[config.mk]
export PLATFORM = sky130hd
export DESIGN_NAME = multitap_word_entry
export DESIGN_NICKNAME = d
export VERILOG_FILES = /design/src/rtl/keypad_pkg.sv /design/src/rtl/keypad_tap_decode.sv /design/src/rtl/multitap_word_entry.sv
export SDC_FILE = /design/constraint.sdc
export NUM_CORES = 1
export LEC_CHECK = 0
export ABC_AREA = 1
export CORE_AREA = 2 2 143 145
export CTS_CLUSTER_SIZE = 16
export DETAILED_ROUTE_END_ITERATION = 16
export DIE_AREA = 0 0 145 147
export PLACE_DENSITY = 0.69
export RECOVER_POWER = 25
export SETUP_SLACK_MARGIN = 0.02
export SKIP_LAST_GASP = 1
export SLEW_MARGIN = 20
export SYNTH_ARGS = -nofsm -noshare
export SYNTH_HDL_FRONTEND = slang
export SYNTH_SLANG_ARGS = --single-unit
[constraint.sdc]
create_clock -name clk -period 2.4 [get_ports clk]
set_input_delay 0.24 -clock clk [delete_from_list [all_inputs] [get_ports clk]]
set_output_delay 0.24 -clock clk [all_outputs]
set_load 0.1 [all_outputs]
[src/rtl/keypad_pkg.sv]
// Purpose : shared key codes, FSM state/command encodings and the multi-tap letter table.
// Latency : n/a (declarations and one pure lookup function).
// Backpressure: n/a.
// Contents: KEY_* codes ({row,col}, one-hot, row0/col0 = 4'b1000), state_e, cmd_e,
//           ASCII_UNDERSCORE, key_info_t and key_lookup().
package keypad_pkg;

  // Letter keys
  localparam logic [7:0] KEY_R0C1 = 8'h84;  // ABC
  localparam logic [7:0] KEY_R0C2 = 8'h82;  // DEF
  localparam logic [7:0] KEY_R1C0 = 8'h48;  // GHI
  localparam logic [7:0] KEY_R1C1 = 8'h44;  // JKL
  localparam logic [7:0] KEY_R1C2 = 8'h42;  // MNO
  localparam logic [7:0] KEY_R2C0 = 8'h28;  // PQRS
  localparam logic [7:0] KEY_R2C1 = 8'h24;  // TUV
  localparam logic [7:0] KEY_R2C2 = 8'h22;  // WXYZ
  // Command keys
  localparam logic [7:0] KEY_R3C0 = 8'h18;  // commit letter
  localparam logic [7:0] KEY_R3C1 = 8'h14;  // clear
  localparam logic [7:0] KEY_R3C2 = 8'h12;  // submit word
  localparam logic [7:0] KEY_R2C3 = 8'h21;  // game end
  localparam logic [7:0] KEY_R3C3 = 8'h11;  // backspace

  localparam logic [7:0] ASCII_UNDERSCORE = 8'h5F;

  typedef enum logic [1:0] {
    ST_IDLE    = 2'd0,
    ST_TAP     = 2'd1,
    ST_LCOMMIT = 2'd2,
    ST_WCOMMIT = 2'd3
  } state_e;

  typedef enum logic [2:0] {
    CMD_NONE   = 3'd0,
    CMD_COMMIT = 3'd1,
    CMD_CLEAR  = 3'd2,
    CMD_SUBMIT = 3'd3,
    CMD_END    = 3'd4,
    CMD_BKSP   = 3'd5
  } cmd_e;

  typedef struct packed {
    logic       is_letter;
    logic [7:0] base;   // ASCII of the first letter on the key
    logic [2:0] size;   // 3 or 4 letters on the key
    cmd_e       cmd;
  } key_info_t;

  // Anything not listed (including non-one-hot codes) decodes to "nothing".
  function automatic key_info_t key_lookup(input logic [7:0] key);
    key_info_t r;
    r.is_letter = 1'b0;
    r.base      = 8'h00;
    r.size      = 3'd0;
    r.cmd       = CMD_NONE;
    case (key)
      KEY_R0C1: begin r.is_letter = 1'b1; r.base = 8'h41; r.size = 3'd3; end
      KEY_R0C2: begin r.is_letter = 1'b1; r.base = 8'h44; r.size = 3'd3; end
      KEY_R1C0: begin r.is_letter = 1'b1; r.base = 8'h47; r.size = 3'd3; end
      KEY_R1C1: begin r.is_letter = 1'b1; r.base = 8'h4A; r.size = 3'd3; end
      KEY_R1C2: begin r.is_letter = 1'b1; r.base = 8'h4D; r.size = 3'd3; end
      KEY_R2C0: begin r.is_letter = 1'b1; r.base = 8'h50; r.size = 3'd4; end
      KEY_R2C1: begin r.is_letter = 1'b1; r.base = 8'h54; r.size = 3'd3; end
      KEY_R2C2: begin r.is_letter = 1'b1; r.base = 8'h57; r.size = 3'd4; end
      KEY_R3C0: r.cmd = CMD_COMMIT;
      KEY_R3C1: r.cmd = CMD_CLEAR;
      KEY_R3C2: r.cmd = CMD_SUBMIT;
      KEY_R2C3: r.cmd = CMD_END;
      KEY_R3C3: r.cmd = CMD_BKSP;
      default:  r.cmd = CMD_NONE;
    endcase
    return r;
  endfunction

endpackage

[src/rtl/keypad_tap_decode.sv]
// Purpose : decode a raw {row,col} key code into letter-key info or a command code.
// Latency : combinational, zero cycles.
// Backpressure: none; pure function of cur_key.
// Ports   : cur_key in; is_letter, base (ASCII), size (3/4), cmd out.
module keypad_tap_decode
  import keypad_pkg::*;
(
  input  logic [7:0] cur_key,
  output logic       is_letter,
  output logic [7:0] base,
  output logic [2:0] size,
  output cmd_e       cmd
);

  key_info_t info;

  always_comb begin
    info      = key_lookup(cur_key);
    is_letter = info.is_letter;
    base      = info.base;
    size      = info.size;
    cmd       = info.cmd;
  end

endmodule

[src/rtl/multitap_word_entry.sv]
// Purpose : multi-tap keypad text entry: builds letters from repeated key taps, collects them into a word.
// Latency : preview updates one cycle after a strobe; letter/word outputs are registered.
// Backpressure: letter_valid/word_valid hold until letter_ready/word_ready; strobes other than
//               clear/game-end are ignored while a handshake is pending.
// Ports   : clk, nRst, strobe, cur_key in; preview out; letter_valid/letter_ready/letter;
//           word_valid/word_ready/word/word_len; game_end pulse.
module multitap_word_entry
  import keypad_pkg::*;
#(
  parameter int TIMEOUT_CYCLES = 50_000_000,
  parameter int MAX_LEN        = 8
) (
  input  logic                         clk,
  input  logic                         nRst,
  input  logic                         strobe,
  input  logic [7:0]                   cur_key,
  output logic [7:0]                   preview,
  output logic                         letter_valid,
  input  logic                         letter_ready,
  output logic [7:0]                   letter,
  output logic                         word_valid,
  input  logic                         word_ready,
  output logic [8*MAX_LEN-1:0]         word,
  output logic [$clog2(MAX_LEN+1)-1:0] word_len,
  output logic                         game_end
);

  localparam int LW = $clog2(MAX_LEN + 1);
  localparam int CW = (TIMEOUT_CYCLES > 1) ? $clog2(TIMEOUT_CYCLES) : 1;
  localparam logic [CW-1:0] TO_LAST = (TIMEOUT_CYCLES > 0) ? CW'(TIMEOUT_CYCLES - 1) : '0;

  logic       dec_is_letter;
  logic [7:0] dec_base;
  logic [2:0] dec_size;
  cmd_e       dec_cmd;

  keypad_tap_decode u_dec (
    .cur_key   (cur_key),
    .is_letter (dec_is_letter),
    .base      (dec_base),
    .size      (dec_size),
    .cmd       (dec_cmd)
  );

  state_e               state_q, state_d;
  logic [7:0]           preview_q, preview_d;
  logic [7:0]           letter_q, letter_d;
  logic [8*MAX_LEN-1:0] word_q, word_d;
  logic [LW-1:0]        len_q, len_d;
  logic                 game_end_q, game_end_d;
  logic [CW-1:0]        idle_cnt_q, idle_cnt_d;
  logic [7:0]           cand_key_q, cand_key_d;
  logic [7:0]           cand_base_q, cand_base_d;
  logic [2:0]           cand_size_q, cand_size_d;
  logic [1:0]           tap_idx_q, tap_idx_d;
  logic                 pend_vld_q, pend_vld_d;
  logic [7:0]           pend_key_q, pend_key_d;
  logic [7:0]           pend_base_q, pend_base_d;
  logic [2:0]           pend_size_q, pend_size_d;
  logic                 submit_after_q, submit_after_d;

  logic       key_ok;
  logic       do_commit;
  logic [1:0] tap_idx_nxt;
  logic [7:0] cand_letter;

  assign cand_letter = cand_base_q + {6'b0, tap_idx_q};
  // Wrap the tap index at the key's set size (3 or 4 letters).
  assign tap_idx_nxt = (({1'b0, tap_idx_q} + 3'd1) == cand_size_q) ? 2'd0 : tap_idx_q + 2'd1;

  always_comb begin
    state_d        = state_q;
    preview_d      = preview_q;
    letter_d       = letter_q;
    word_d         = word_q;
    len_d          = len_q;
    game_end_d     = 1'b0;
    idle_cnt_d     = idle_cnt_q;
    cand_key_d     = cand_key_q;
    cand_base_d    = cand_base_q;
    cand_size_d    = cand_size_q;
    tap_idx_d      = tap_idx_q;
    pend_vld_d     = pend_vld_q;
    pend_key_d     = pend_key_q;
    pend_base_d    = pend_base_q;
    pend_size_d    = pend_size_q;
    submit_after_d = submit_after_q;
    do_commit      = 1'b0;
    key_ok         = strobe && (dec_is_letter || (dec_cmd != CMD_NONE));

    if (key_ok && ((dec_cmd == CMD_CLEAR) || (dec_cmd == CMD_END))) begin
      // Clear and game end win in every state and abandon any pending handshake.
      state_d        = ST_IDLE;
      preview_d      = ASCII_UNDERSCORE;
      word_d         = '0;
      len_d          = '0;
      idle_cnt_d     = '0;
      tap_idx_d      = '0;
      pend_vld_d     = 1'b0;
      submit_after_d = 1'b0;
      game_end_d     = (dec_cmd == CMD_END);
    end else begin
      case (state_q)
        ST_IDLE: begin
          if (key_ok) begin
            if (dec_is_letter) begin
              state_d     = ST_TAP;
              cand_key_d  = cur_key;
              cand_base_d = dec_base;
              cand_size_d = dec_size;
              tap_idx_d   = '0;
              preview_d   = dec_base;
              idle_cnt_d  = '0;
            end else if ((dec_cmd == CMD_BKSP) && (len_q != '0)) begin
              for (int i = 0; i < MAX_LEN; i++) begin
                if ((LW'(i) + LW'(1)) == len_q) word_d[8*i +: 8] = 8'h00;
              end
              len_d = len_q - LW'(1);
            end else if ((dec_cmd == CMD_SUBMIT) && (len_q != '0)) begin
              state_d = ST_WCOMMIT;
            end
          end
        end

        ST_TAP: begin
          if (key_ok) begin
            idle_cnt_d = '0;
            if (dec_is_letter) begin
              if (cur_key == cand_key_q) begin
                tap_idx_d = tap_idx_nxt;
                preview_d = cand_base_q + {6'b0, tap_idx_nxt};
              end else begin
                // Different letter key: flush current candidate, then resume with this one.
                do_commit   = 1'b1;
                pend_vld_d  = 1'b1;
                pend_key_d  = cur_key;
                pend_base_d = dec_base;
                pend_size_d = dec_size;
              end
            end else if (dec_cmd == CMD_COMMIT) begin
              do_commit = 1'b1;
            end else if (dec_cmd == CMD_SUBMIT) begin
              do_commit      = 1'b1;
              submit_after_d = 1'b1;
            end else if (dec_cmd == CMD_BKSP) begin
              state_d   = ST_IDLE;
              preview_d = ASCII_UNDERSCORE;
              tap_idx_d = '0;
            end
          end else if ((TIMEOUT_CYCLES != 0) && (idle_cnt_q == TO_LAST)) begin
            do_commit = 1'b1;
          end else begin
            idle_cnt_d = idle_cnt_q + CW'(1);
          end
        end

        ST_LCOMMIT: begin
          if (letter_ready) begin
            for (int i = 0; i < MAX_LEN; i++) begin
              if (LW'(i) == len_q) word_d[8*i +: 8] = letter_q;
            end
            len_d     = len_q + LW'(1);
            preview_d = ASCII_UNDERSCORE;
            tap_idx_d = '0;
            if (pend_vld_q) begin
              state_d     = ST_TAP;
              cand_key_d  = pend_key_q;
              cand_base_d = pend_base_q;
              cand_size_d = pend_size_q;
              preview_d   = pend_base_q;
              pend_vld_d  = 1'b0;
              idle_cnt_d  = '0;
            end else if (submit_after_q) begin
              state_d        = ST_WCOMMIT;
              submit_after_d = 1'b0;
            end else begin
              state_d = ST_IDLE;
            end
          end
        end

        ST_WCOMMIT: begin
          if (word_ready) begin
            word_d  = '0;
            len_d   = '0;
            state_d = ST_IDLE;
          end
        end

        default: state_d = ST_IDLE;
      endcase

      if (do_commit) begin
        if (len_q == LW'(MAX_LEN)) begin
          // Buffer full: the candidate is silently dropped.
          state_d        = ST_IDLE;
          preview_d      = ASCII_UNDERSCORE;
          tap_idx_d      = '0;
          pend_vld_d     = 1'b0;
          submit_after_d = 1'b0;
        end else begin
          state_d  = ST_LCOMMIT;
          letter_d = cand_letter;
        end
      end
    end
  end

  always_ff @(posedge clk or negedge nRst) begin
    if (!nRst) begin
      state_q        <= ST_IDLE;
      preview_q      <= ASCII_UNDERSCORE;
      letter_q       <= '0;
      word_q         <= '0;
      len_q          <= '0;
      game_end_q     <= 1'b0;
      idle_cnt_q     <= '0;
      cand_key_q     <= '0;
      cand_base_q    <= '0;
      cand_size_q    <= '0;
      tap_idx_q      <= '0;
      pend_vld_q     <= 1'b0;
      pend_key_q     <= '0;
      pend_base_q    <= '0;
      pend_size_q    <= '0;
      submit_after_q <= 1'b0;
    end else begin
      state_q        <= state_d;
      preview_q      <= preview_d;
      letter_q       <= letter_d;
      word_q         <= word_d;
      len_q          <= len_d;
      game_end_q     <= game_end_d;
      idle_cnt_q     <= idle_cnt_d;
      cand_key_q     <= cand_key_d;
      cand_base_q    <= cand_base_d;
      cand_size_q    <= cand_size_d;
      tap_idx_q      <= tap_idx_d;
      pend_vld_q     <= pend_vld_d;
      pend_key_q     <= pend_key_d;
      pend_base_q    <= pend_base_d;
      pend_size_q    <= pend_size_d;
      submit_after_q <= submit_after_d;
    end
  end

  assign preview      = preview_q;
  assign letter       = letter_q;
  assign letter_valid = (state_q == ST_LCOMMIT);
  assign word_valid   = (state_q == ST_WCOMMIT);
  assign word         = word_q;
  assign word_len     = len_q;
  assign game_end     = game_end_q;

endmodule

==> metrics.cfg <==
[timing]
min_period_over_period = 0.933
min_period_ps = 2240
max_slew_margin = 0.335
skew_ps = 11.7
fin_hold_ws_ps = 463
setup_viol = 0
final-max-slew-violation-count = 0
rsz0062_at_grt = true
hold_viol = 0
fmax_ghz = 0.447
worstMarginPinSlew_ps = 997
finalSetupTns_ps = 0

[hold_path]
holdPathStages = 2
holdCritPathClass = register to register

[drt]
route.met3.wl_mm = 1.29
drtPass1Iterations = 5
drc = 0
finalWirelength_mm = 21.9
wl_met1_mm = 10.4
drtIter0Drc = 511
vias_per_cell = 4.98
wl_met2_mm = 10.0
via_count = 7561
drtAntennaViolNets = 0
post_drt_wl_per_cell_um = 14.5
highest_layer = met4

[floorplan]
die_x_um = 145
boundaryPins = 100
core-area_um2 = 19800
start_util = 0.409
fp-row-count = 52
die_area_um2 = 21300
die_h_um = 147

[grt]
gr-usage-all-layers = 0.213
grt_max_degree = 70
grt_pass1_vias = 7369
grt_pass1_wl_mm = 37.1
grt_overflow_total = 0
antenna_found_initial = 0

[clock_tree]
clk_latency_ps = 430
h-tree-depth = 4
clkSinkCount = 140
cts_inserted_buffers = 17
cts_tree = done
clk_pin_slew_worst_paths_ps = 60
root_buffer = clkbuf_16
clockBufferDepth = 2

[yosys]
synth_top_area_frac = 0.413
synth.avg_cell_area_um2 = 7.59
synth_area_leaders = dfrtp_1, nand2_1, o21ai_0, inv_1, nor2_1
async_flop_share = 1.00
yosysMostFrequentCell = nand2_1
synth_seq_cells = 140
synth_area_um2 = 8120
yosys_warnings = 0
yosys.area.top_type = dfrtp_1
synth_ff_type = dfrtp_1
ys_seq_area_frac = 0.432
synth_cells = 1070
synth_edf_count = 0
synthDistinctLibCells = 44
synth_commonest_cells = nand2_1, dfrtp_1, o21ai_0

[setup_path]
r2r_slack_ps = 160
critPathCapture = preview[2]
start_kind = register
worstPathArrival_ps = 2590
reg2reg_from = tap_idx_q[0]
worstReg2RegEnd = preview[2]
crit_path_end_kind = register
crit_type = register to register
cp.required_ps = 2750
cp_max_fo = 2
crit_path_start = tap_idx_q[0]
rr_worst_depth = 11

[placed_design]
io_buffers = 90
post-place-cells = 1480
gp_congestion = 0.950
hpwlAfterDp_mm = 16.4

[power_and_ir_drop]
ir_worst_vdd_mv = 0.579
power_leakage_nw = 5.03
powerDensity_nw_per_um2 = 1190

[finish]
drive_above_1_share = 0.226
area_growth_pct = 28.1
fill_cells = 1883
layoutNonFillerInstCount = 1517
diodes = 0
nets = 1264

[outcome]
outcome = completed

[job]
maxCapViolations = 0

-- power by group --
| part | internal, W | switching (W) |
|---|---|---|
| Sequential | 0.00298 | 0.000557 |
| Combinational | 0.00174 | 0.00429 |
| Clock | 0.00169 | 0.00109 |
| Total | 0.00641 | 0.00594 |
-- kinds of logic after synthesis --
group / Yosys count / share of synthesized area
compound gates: 201 / 0.139
xor+xnor: 32 / 0.0345
fa+ha+maj: 17 / 0.0280
buf+inv: 142 / 0.0769
flops: 140 / 0.432
other cells: 1 / 0.000462
simple gates: 537 / 0.289
-- cell usage in the layout (no fill, tap or decap), types with 6 or more instances in the layout --
cell type          n
a21oi_1           31
a31oi_1           16
buf_4            160
clkbuf_16         17
clkdlybuf4s50_1   11
conb_1             9
dfrtp_1          131
dfstp_2            6
ha_1              10
inv_1             88
inv_2             10
nand2_1          327
nand2_2            6
nand3_1           38
nand3_2            6
nand4_1            9
nor2_1            81
nor2_2             9
nor2_4             6
nor3_1            32
nor4_1             6
o211ai_1           6
o21ai_0          108
o21ai_1           13
o21ai_2           16
xor2_1            29
-- registers in the layout (all words and copies together), names as in the netlist, 6 cells and up --
| signal | count |
|---|---|
| letter | 7 |
| cand_base_q | 6 |
| preview | 8 |
| pend_key_q | 8 |
| cand_key_q | 8 |
| word | 56 |
| idle_cnt_q | 26 |
| pend_base_q | 6 |
-- per-layer routing --
metal,vias to the layer above,GRT usage
met5,-,0
met4,0,0.0604
met3,18,0.0500
met2,246,0.337
met1,3505,0.293
li1,3792,-
-- what timing repair did --
| action | 4_1_cts | 5_1_grt |
|---|---|---|
| endpoints found under the setup margin | 1 | 79 |
| buffers inserted | 0 | 4 |
| hold endpoints to repair | 35 | 0 |
| gates resized for setup | 1 | 23 |
| hold buffers | 1 | 0 |
| pin swaps | 1 | 4 |
| gates cloned | 0 | 0 |
-- worst min path at each step --
| stage | to | slack, ps | start |
|---|---|---|---|
| 2_1_floorplan | cand_base_q[0] | -60 | nRst |
| 3_3_place_gp | word[14] | 170 | nRst |
| 3_5_place_dp | word[14] | 170 | nRst |
| 4_1_cts | word[14] | 300 | nRst |
| 5_1_grt | pend_key_q[4] | 500 | pend_key_q[4] |
| 6_report | pend_key_q[4] | 460 | pend_key_q[4] |
-- critical path, stage by stage, from the launching register on --
cell     delay [ps]
dfrtp_1         390
ha_2            200
xnor2_2         160
a31oi_2         130
ha_2            210
fa_2            340
xor2_1          160
nor3b_2         160
o21ai_0         190
nand2_1         110
nand2_1          80
nand2_1          50
-- layout make-up --
type                       count  area (um^2)  share of cell area
timing repair buffer         178         1430               0.137
multi-input combinational    796         4110               0.395
sequential                   140         3520               0.339
inverter                     101          384              0.0369
clock inverter                14          186              0.0179
clock buffer                  18          439              0.0422
tap                          270          338              0.0325
-- metrics by stage --
stage,cell area [um^2],setup WS [ps],power [W],utilization
after detailed placement,9670,-227,0.00946,0.487
after CTS,10300,20.6,0.0123,0.519
final,10400,161,0.0124,0.524
after global placement,9670,-154,0.00937,0.487
after global routing,10400,-62.9,0.0131,0.524
after floorplan,8180,61.5,0.00791,-
Power figures use the tool's default switching activity.
